[config.mk]
export PLATFORM = sky130hd
export DESIGN_NAME = cpu_stack_writeback
export DESIGN_NICKNAME = d
export VERILOG_FILES = /design/src/rtl/cpu_stack_writeback.sv
export SDC_FILE = /design/constraint.sdc
export NUM_CORES = 1
export LEC_CHECK = 0
export ABC_AREA = 0
export CORE_MARGIN = 1.5
export CORE_UTILIZATION = 60
export CTS_CLUSTER_DIAMETER = 150
export CTS_CLUSTER_SIZE = 25
export DETAILED_ROUTE_END_ITERATION = 10
export PLACE_DENSITY = 0.81
export SLEW_MARGIN = 30
export SYNTH_ARGS = -nofsm -noshare
export SYNTH_HDL_FRONTEND = slang
export SYNTH_SLANG_ARGS = --single-unit
[constraint.sdc]
create_clock -name clk -period 8.5 [get_ports clk]
set_clock_uncertainty 0.15 [all_clocks]
set_input_delay 1.275 -clock clk [delete_from_list [all_inputs] [get_ports clk]]
set_output_delay 1.275 -clock clk [all_outputs]
set_load 0.1 [all_outputs]
[src/rtl/cpu_stack_writeback.sv]
// rtl/cpu_stack_writeback.sv - stage-4 operand stack writeback: pop, optional tagged push, registered TOS/NOS/depth and sticky faults
module cpu_stack_writeback #(
    parameter int         DEPTH      = 16,
    parameter int         DW         = 5,
    parameter logic [1:0] UC_PUSHALU = 2'd1,
    parameter logic [1:0] UC_PUSHIMM = 2'd2
) (
    input  logic          clk,
    input  logic          rst_b,
    input  logic [1:0]    c__to_push_4a,
    input  logic [31:0]   pc_4a,
    input  logic [10:0]   st__to_pop_4a,
    input  logic [34:0]   st__to_push_4a,
    output logic [34:0]   st__tos,
    output logic [34:0]   st__nos,
    output logic [DW-1:0] st__depth,
    output logic          st__underflow,
    output logic          st__overflow,
    output logic [31:0]   st__fault_pc
);
    localparam int AW = DW - 1;

    logic [34:0]   mem_q [DEPTH];
    logic [34:0]   mem_d [DEPTH];
    logic [DW-1:0] depth_q, depth_d;
    logic [34:0]   tos_q, tos_d, nos_q, nos_d;
    logic          underflow_q, underflow_d, overflow_q, overflow_d;
    logic [31:0]   fault_pc_q, fault_pc_d;

    logic [1:0]    pop_cnt;
    logic          push_en, wr_en, uf_ev, of_ev;
    logic [DW-1:0] d1, d2, tos_idx, nos_idx;
    logic          unused_pop_bits;

    assign unused_pop_bits = ^st__to_pop_4a[10:2];

    always_comb begin
        pop_cnt     = st__to_pop_4a[1:0];
        push_en     = (c__to_push_4a == UC_PUSHALU) || (c__to_push_4a == UC_PUSHIMM);
        uf_ev       = 1'b0;
        d1          = depth_q - DW'(pop_cnt);
        if (DW'(pop_cnt) > depth_q) begin
            uf_ev = 1'b1;
            d1    = '0;
        end
        of_ev       = push_en && (d1 == DW'(DEPTH));
        wr_en       = push_en && (d1 != DW'(DEPTH));
        d2          = d1 + DW'(wr_en);
        tos_idx     = d2 - DW'(1);
        nos_idx     = d2 - DW'(2);

        mem_d = mem_q;
        if (wr_en) begin
            mem_d[d1[AW-1:0]] = st__to_push_4a;
        end

        depth_d = d2;
        // The write lands at d1, so the NOS slot (d2-2) is never the one being written.
        tos_d   = '0;
        nos_d   = '0;
        if (d2 != '0) begin
            tos_d = wr_en ? st__to_push_4a : mem_q[tos_idx[AW-1:0]];
        end
        if (d2 >= DW'(2)) begin
            nos_d = mem_q[nos_idx[AW-1:0]];
        end

        underflow_d = underflow_q | uf_ev;
        overflow_d  = overflow_q | of_ev;
        fault_pc_d  = fault_pc_q;
        if ((uf_ev || of_ev) && !underflow_q && !overflow_q) begin
            fault_pc_d = pc_4a;
        end
    end

    always_ff @(posedge clk) begin
        mem_q <= mem_d;
    end

    always_ff @(posedge clk or negedge rst_b) begin
        if (!rst_b) begin
            depth_q     <= '0;
            tos_q       <= '0;
            nos_q       <= '0;
            underflow_q <= 1'b0;
            overflow_q  <= 1'b0;
            fault_pc_q  <= '0;
        end else begin
            depth_q     <= depth_d;
            tos_q       <= tos_d;
            nos_q       <= nos_d;
            underflow_q <= underflow_d;
            overflow_q  <= overflow_d;
            fault_pc_q  <= fault_pc_d;
        end
    end

    assign st__tos       = tos_q;
    assign st__nos       = nos_q;
    assign st__depth     = depth_q;
    assign st__underflow = underflow_q;
    assign st__overflow  = overflow_q;
    assign st__fault_pc  = fault_pc_q;
endmodule

==> impl_metrics.ini, run 1 <==
[synth]
ys_warn_count = 0
synth_area_um2 = 30300
synth_compound_area_share_pct = 8.50
synth_fa_ha_area_share_pct = 0.313
synth.avg_cell_area_um2 = 17.9
synthCells = 1696
synthArstFlopShare_pct = 16.3
synth.mux.area_fraction_pct = 19.5
synth_xor_area_share_pct = 0.433
synth_top_family_by_area = multiplexers
synth-edff-count = 560
synth.distinct_cells = 62
synth-main-ff-cell = edfxtp_1
yosysSeqAreaShare_pct = 64.4
synthSimpleGateAreaFrac_pct = 4.42
synth_fp_nets = 1785
ys_seq_elements = 669

[worst_setup_path]
cp-end-kind = register
crit_fanout = 28
slowest_delay_ps = 770
r2r_cells = 13
critPathLaunch = st__to_pop_4a[1]
startpoint_type = primary input
required_ps = 8830
critPathArrivalTime_ps = 6780
cp_slowest_cell = and2_2
r2r_slack_ps = 2860
reg2reg_from = st__depth[1]
regToRegEndpoint = st__nos[14]
path_cells = clkdlybuf4s50_1, inv_1, ha_1, nor2b_1, nor3_1, or2_2, inv_1, ha_4, inv_2, ha_1, xnor3_1, and2_2, buf_4, a22oi_1, a21oi_1
crit_path_end = st__nos[14]
criticalPathCategory = in2reg

[final_layout]
drive_gt1_share_pct = 24.2
layout_common_cells = edfxtp_1, mux4_2, clkdlybuf4s50_1
final_common_cell = edfxtp_1
area_delta_synth_final_pct = 11.7
nets = 1918
num-fill-cells = 3220

[sta]
tightestPinTransition_ps = 1010
slew_viol_final = 0
fin_crit_sh_pct = 75.9
max_slew_margin_pct = 32.3
tns_ps = 0
min_period_ps = 6450
hold_viol = 0
max_freq_ghz = 0.155
setup_viol = 0
rsz0062_at_grt = false

[floorplan]
rows = 82
io_pins = 191
die_y_um = 228
design.die.area_um2 = 51900
start_util_pct = 60.6
core_area_um2 = 50100
die_w_um = 228

[global_route]
grt_antenna_before_repair = 3
grtUsageTotal_pct = 30.1
grt_start_max_net_pins = 78
grt_overflow = 0
grt_first_pass_wirelength_um = 117000
grt_pass1_vias = 18700

[hold_path]
hold_path.class = reg2reg

[cts]
cts_tree = done
cts_sinks = 669
numCtsBuffers = 30
ctsRootBufferMaster = clkbuf_16
insertion_delay_ps = 630
cts_post_setup_buffers_inserted = 0
htree_levels = 1
clockBufferDepth = 3
cts_resized = 0
clkTransAtPathRegs_ps = 90
ctsHoldBuffers = 0

[routing]
wl_um = 77500
avgRoutedWirePerCell_um = 30.7
drt_iter0_markers = 2629
drcViolationCount = 0
ant_nets = 0
first_pass_iters = 7
vias = 18300
viasPerCell = 7.24

[placed_design]
dp_hpwl_um = 43300
place.gp.congestion = 0.826
io_buffers = 181

[job]
max_cap_violations = 0

[outcome]
run_status = finished, final reports clean
## per-layer routing
metal	wire length (um)	GRT usage (%)
met1	28300	42.3
met2	37200	47.8
met3	9090	5.71
met4	2950	10.9
met5	14	0
## cells in the mapped netlist, drive strengths merged (12+ instances only)
library cell / count / share of area [%]
o21a: 19 / 0.47
a211oi: 56 / 1.4
a22o: 16 / 0.46
mux4: 245 / 18
edfxtp: 560 / 55
nand2: 93 / 1.2
a31oi: 20 / 0.45
a21oi: 72 / 1.2
nand4: 18 / 0.37
inv: 12 / 0.16
nor3: 12 / 0.20
a2111oi: 37 / 1.8
mux2: 32 / 1.2
clkbuf: 79 / 0.98
dfrtp: 109 / 9.0
nor2: 46 / 0.58
nand2b: 55 / 1.1
a22oi: 89 / 2.2
buf: 58 / 1.3
nand4b: 16 / 0.46
## worst max-delay path, delay by kind of cell
kind                     cells  cell delay (ps)
buffers and inverters        5             1770
AO/OA/AOI/OAI                2              450
XOR/XNOR                     1              390
adder cells (fa/ha/maj)      3              920
AND/OR/NAND/NOR              4             1950
## through the flow
| stage | cell area (um^2) | setup WS (ps) | std cells | util, % | hold WS [ps] |
|---|---|---|---|---|---|
| floorplan | 30300 | 786 | 1696 | - | 578 |
| global placement | 32900 | 1520 | 2466 | 65.8 | 327 |
| detailed placement | 33000 | 1390 | 2468 | 65.9 | 336 |
| CTS | 33900 | 2020 | 2524 | 67.7 | 357 |
| global route | 33900 | 1850 | 2526 | 67.7 | 374 |
| finish | 33900 | 2050 | 2526 | 67.7 | 357 |
## final cells by class
cell class,count,area (um^2),share of cell area (%)
Sequential cell,669,19500,57.7
Multi-Input combinational cell,878,10300,30.3
Clock inverter,1,8.76,0.0258
Clock buffer,55,866,2.55
Tap cell,672,841,2.48
Inverter,12,52.6,0.155
Antenna cell,1,2.50,0.00738
Timing Repair Buffer,238,2330,6.87
## worst min-delay path by stage
stage                      from               end  slack [ps]  cells past startpoint
3_3_place_gp    st__fault_pc[6]   st__fault_pc[6]         330                      1
4_1_cts           st__underflow     st__underflow         360                      1
2_1_floorplan         mem_q[85]       st__nos[15]         580                      3
3_5_place_dp      st__underflow     st__underflow         340                      1
6_report          st__underflow     st__underflow         360                      1
5_1_grt        st__fault_pc[11]  st__fault_pc[11]         370                      1
## logic make-up after synthesis
group / Yosys count
flip-flops: 669
AO/OA/AOI/OAI: 322
adder cells (fa/ha/maj): 7
XOR/XNOR: 10
buffers and inverters: 149
multiplexers: 279
AND/OR/NAND/NOR: 260
## state kept, by name (all words and copies together) (netlist names)
name and flops:
st__underflow 1, st__fault_pc 32, st__depth 5, st__nos 35, mem_q 560, st__tos 35, st__overflow 1
Power of run 1 is left out: the tool's default activity adds up to more than one toggle a clock period on the data nets, which glitch-free logic cannot reach.
==> inputs of run 2 (changes only) <==
==> constraint.sdc (replaced) <==
create_clock -name clk -period 6 [get_ports clk]
set_clock_uncertainty 0.15 [all_clocks]
set_input_delay 0.9 -clock clk [delete_from_list [all_inputs] [get_ports clk]]
set_output_delay 0.9 -clock clk [all_outputs]
set_load 0.1 [all_outputs]
==> impl_metrics.ini, run 2 (synthesized netlist as in run 1, its figures left out) <==
[outcome]
run_status = finished, final reports clean

[sta]
slew_viol_final = 0
max_freq_ghz = 0.193
setup_viol = 0
tightestPinTransition_ps = 1010
rsz0062_at_grt = false
fin_crit_sh_pct = 86.2
max_slew_margin_pct = 32.6
min_period_ps = 5170
hold_viol = 0

[floorplan]
start_util_pct = 60.6
design.die.area_um2 = 51900
die_y_um = 228
rows = 82
die_w_um = 228
core_area_um2 = 50100
io_pins = 191

[worst_setup_path]
r2r_cells = 14
startpoint_type = primary input
slowest_delay_ps = 520
required_ps = 6340
cp_slowest_cell = clkdlybuf4s50_1
reg2reg_from = st__depth[1]
path_buf_inv = 5
cp-end-kind = register
critPathTopFamily = buffers and inverters
regToRegEndpoint = st__tos[32]
crit_fanout = 25
criticalPathCategory = in2reg
path_cells = clkdlybuf4s50_1, inv_1, ha_1, nor2b_1, nor3_1, or2_2, inv_1, ha_4, xor2_2, buf_4, ha_1, a31oi_2, mux2i_4, buf_4, a21oi_1, a2111oi_2
critPathArrivalTime_ps = 5520
r2r_slack_ps = 1270

[cts]
clockBufferDepth = 3
insertion_delay_ps = 620
clkTransAtPathRegs_ps = 100
numCtsBuffers = 30
cts_post_setup_buffers_inserted = 0
htree_levels = 1
cts_sinks = 669
ctsRootBufferMaster = clkbuf_16
cts_tree = done
cts_resized = 0
ctsHoldBuffers = 0

[final_layout]
area_delta_synth_final_pct = 12.7
final_cell_area_um2 = 34200
drive_gt1_share_pct = 25.0
largest-register = mem_q
largest_reg_flops = 560
final_common_cell = edfxtp_1
layout_common_cells = edfxtp_1, mux4_2, clkdlybuf4s50_1
nets = 1941
num-fill-cells = 3198
stdcell_count = 2550

[routing]
avgRoutedWirePerCell_um = 30.2
drcViolationCount = 0
viasPerCell = 7.13
drt_iter0_markers = 2642
ant_nets = 0
vias = 18200
wl_um = 76900
first_pass_iters = 5

[job]
max_cap_violations = 0

[placed_design]
place_inst = 2490
dp_hpwl_um = 43700
place.gp.congestion = 0.884
io_buffers = 181
placedInstanceArea_um2 = 33300

[global_route]
grt_first_pass_wirelength_um = 116000
grt_start_max_net_pins = 68
grt_pass1_vias = 18600
grt_overflow = 0
grt_antenna_before_repair = 3
grtUsageTotal_pct = 30.0

[hold_path]
hold_path.class = in2async
## run 2: stage by stage
stage	hold WS (ps)	utilization [%]	TNS, ps	setup slack [ps]
after floorplan	454	-	-31550	-225
after global placement	307	66.5	0	368
after detailed placement	335	66.5	0	306
after CTS	264	68.2	0	873
after global routing	5.96	68.3	0	650
final	4.03	68.3	0	826
## run 2: layout make-up
cell class	count	area, um^2	share of cell area, %
Clock inverter	1	8.76	0.0256
Sequential cell	669	19500	57.1
Clock buffer	55	866	2.53
Antenna cell	2	5.00	0.0146
Timing Repair Buffer	261	2580	7.54
Tap cell	672	841	2.46
Inverter	12	52.6	0.154
Multi-Input combinational cell	878	10300	30.1
## run 2: layer usage
metal	global-route usage (%)	vias to the layer above	routed length, um
met3	6.33	181	9800
met2	47.4	1318	36900
met4	9.25	4	2430
met5	0	-	23
met1	42.6	9334	27800
li1	-	7334	-
## run 2: how the worst max path moves through the flow
stage	startpoint	end	slack, ps	depth (start not counted)
after floorplan	st__depth[0]	mem_q[315]	-230	11
after global placement	st__to_pop_4a[1]	st__tos[28]	370	16
after detailed placement	st__to_pop_4a[1]	st__tos[32]	310	16
after CTS	st__to_pop_4a[1]	st__tos[32]	870	16
after global routing	st__to_pop_4a[1]	st__tos[32]	650	16
final	st__to_pop_4a[1]	st__tos[32]	830	16
Power of run 2 is left out for the same reason.
==> inputs of run 3 (changes only) <==
--- a/config.mk
+++ b/config.mk
@@ -11,6 +11,7 @@
 export CTS_CLUSTER_DIAMETER = 150
 export CTS_CLUSTER_SIZE = 25
 export DETAILED_ROUTE_END_ITERATION = 10
+export HOLD_SLACK_MARGIN = 0.05
 export PLACE_DENSITY = 0.81
 export SLEW_MARGIN = 30
 export SYNTH_ARGS = -nofsm -noshare
==> impl_metrics.ini, run 3 (synthesized netlist as in run 1, its figures left out) <==
[global_route]
grt_pass1_vias = 18600
grt_start_max_net_pins = 68
grt_overflow = 0
grt_first_pass_wirelength_um = 116000
grtUsageTotal_pct = 30.0
grt_antenna_before_repair = 3

[placed_design]
place.gp.congestion = 0.884
dp_hpwl_um = 43700
io_buffers = 181

[final_layout]
final_common_cell = edfxtp_1
drive_gt1_share_pct = 25.0
num-fill-cells = 3197
nets = 1942
largest_reg_flops = 560
layout_common_cells = edfxtp_1, mux4_2, clkdlybuf4s50_1
area_delta_synth_final_pct = 12.8
largest-register = mem_q

[sta]
max_freq_ghz = 0.193
rsz0062_at_grt = false
min_period_ps = 5180
tightestPinTransition_ps = 1010
fin_crit_sh_pct = 86.3
max_slew_margin_pct = 32.6
hold_viol = 0
setup_viol = 0
slew_viol_final = 0
holdWs_ps = 356

[cts]
htree_levels = 1
ctsRootBufferMaster = clkbuf_16
cts_tree = done
cts_post_setup_buffers_inserted = 0
cts_sinks = 669
clkTransAtPathRegs_ps = 100
numCtsBuffers = 30
insertion_delay_ps = 620
clockBufferDepth = 3

[routing]
vias = 18200
avgRoutedWirePerCell_um = 30.2
drt_iter0_markers = 2601
wl_um = 77000
first_pass_iters = 5
drcViolationCount = 0
ant_nets = 0
viasPerCell = 7.12

[floorplan]
core_area_um2 = 50100
die_w_um = 228
io_pins = 191
start_util_pct = 60.6
rows = 82
design.die.area_um2 = 51900
die_y_um = 228

[worst_setup_path]
reg2reg_from = st__depth[1]
critPathLaunch = st__to_pop_4a[1]
crit_fanout = 25
path_cells = clkdlybuf4s50_1, inv_1, ha_1, nor2b_1, nor3_1, or2_2, inv_1, ha_4, xor2_2, buf_4, ha_1, a31oi_2, mux2i_4, buf_4, a21oi_1, a2111oi_1
cp-end-kind = register
critPathArrivalTime_ps = 5510
critPathTopFamily = buffers and inverters
criticalPathCategory = in2reg
slowest_delay_ps = 530
required_ps = 6330
cp_slowest_cell = nor2b_1
startpoint_type = primary input
path_buf_inv = 5

[hold_path]
hold_start = st__overflow
hold_path.class = reg2reg

[job]
max_cap_violations = 0

[outcome]
run_status = finished, final reports clean
## run 3: per-layer routing
layer  track usage, %  up-vias  part of all wire [%]
met2             47.4     1310                    48
met5                0        -                 0.030
met4             9.25        4                   3.1
met3             6.33      179                    13
met1             42.6     9337                    36
li1                 -     7335                     -
## run 3: repair_timing
item / CTS / global route
gates resized for setup: 0 / 0
endpoints found under the hold margin: 0 / 19
setup endpoints to repair: 0 / 0
hold buffers: 0 / 1
## run 3: final cells by class
type / count / area (um^2) / share of cell area [%]
Clock inverter: 1 / 8.76 / 0.0256
Clock buffer: 55 / 866 / 2.53
Tap cell: 672 / 841 / 2.46
Timing Repair Buffer: 262 / 2590 / 7.57
Sequential cell: 669 / 19500 / 57.1
Antenna cell: 1 / 2.50 / 0.00732
Multi-Input combinational cell: 878 / 10300 / 30.1
Inverter: 12 / 52.6 / 0.154
## run 3: final timing paths
kind	endpoint	slack, ps	cells after the start
setup / recovery	st__tos[33]	820	16
hold / removal	st__overflow	360	1
setup reg to reg	st__tos[33]	1270	14
hold reg to reg	st__overflow	360	1
max in group asynchronous	st__tos[7]	4080	3
min in group asynchronous	st__depth[1]	550	2
## run 3: through the flow
step	instances	utilization (%)	setup WS [ps]	TNS (ps)	area (um^2)
after floorplan	1696	-	-225	-31550	30400
after global placement	2490	66.5	368	0	33300
after detailed placement	2490	66.5	306	0	33300
after CTS	2546	68.2	873	0	34100
after global routing	2550	68.3	650	0	34200
final	2550	68.3	820	0	34200
Power of run 3 is left out for the same reason.
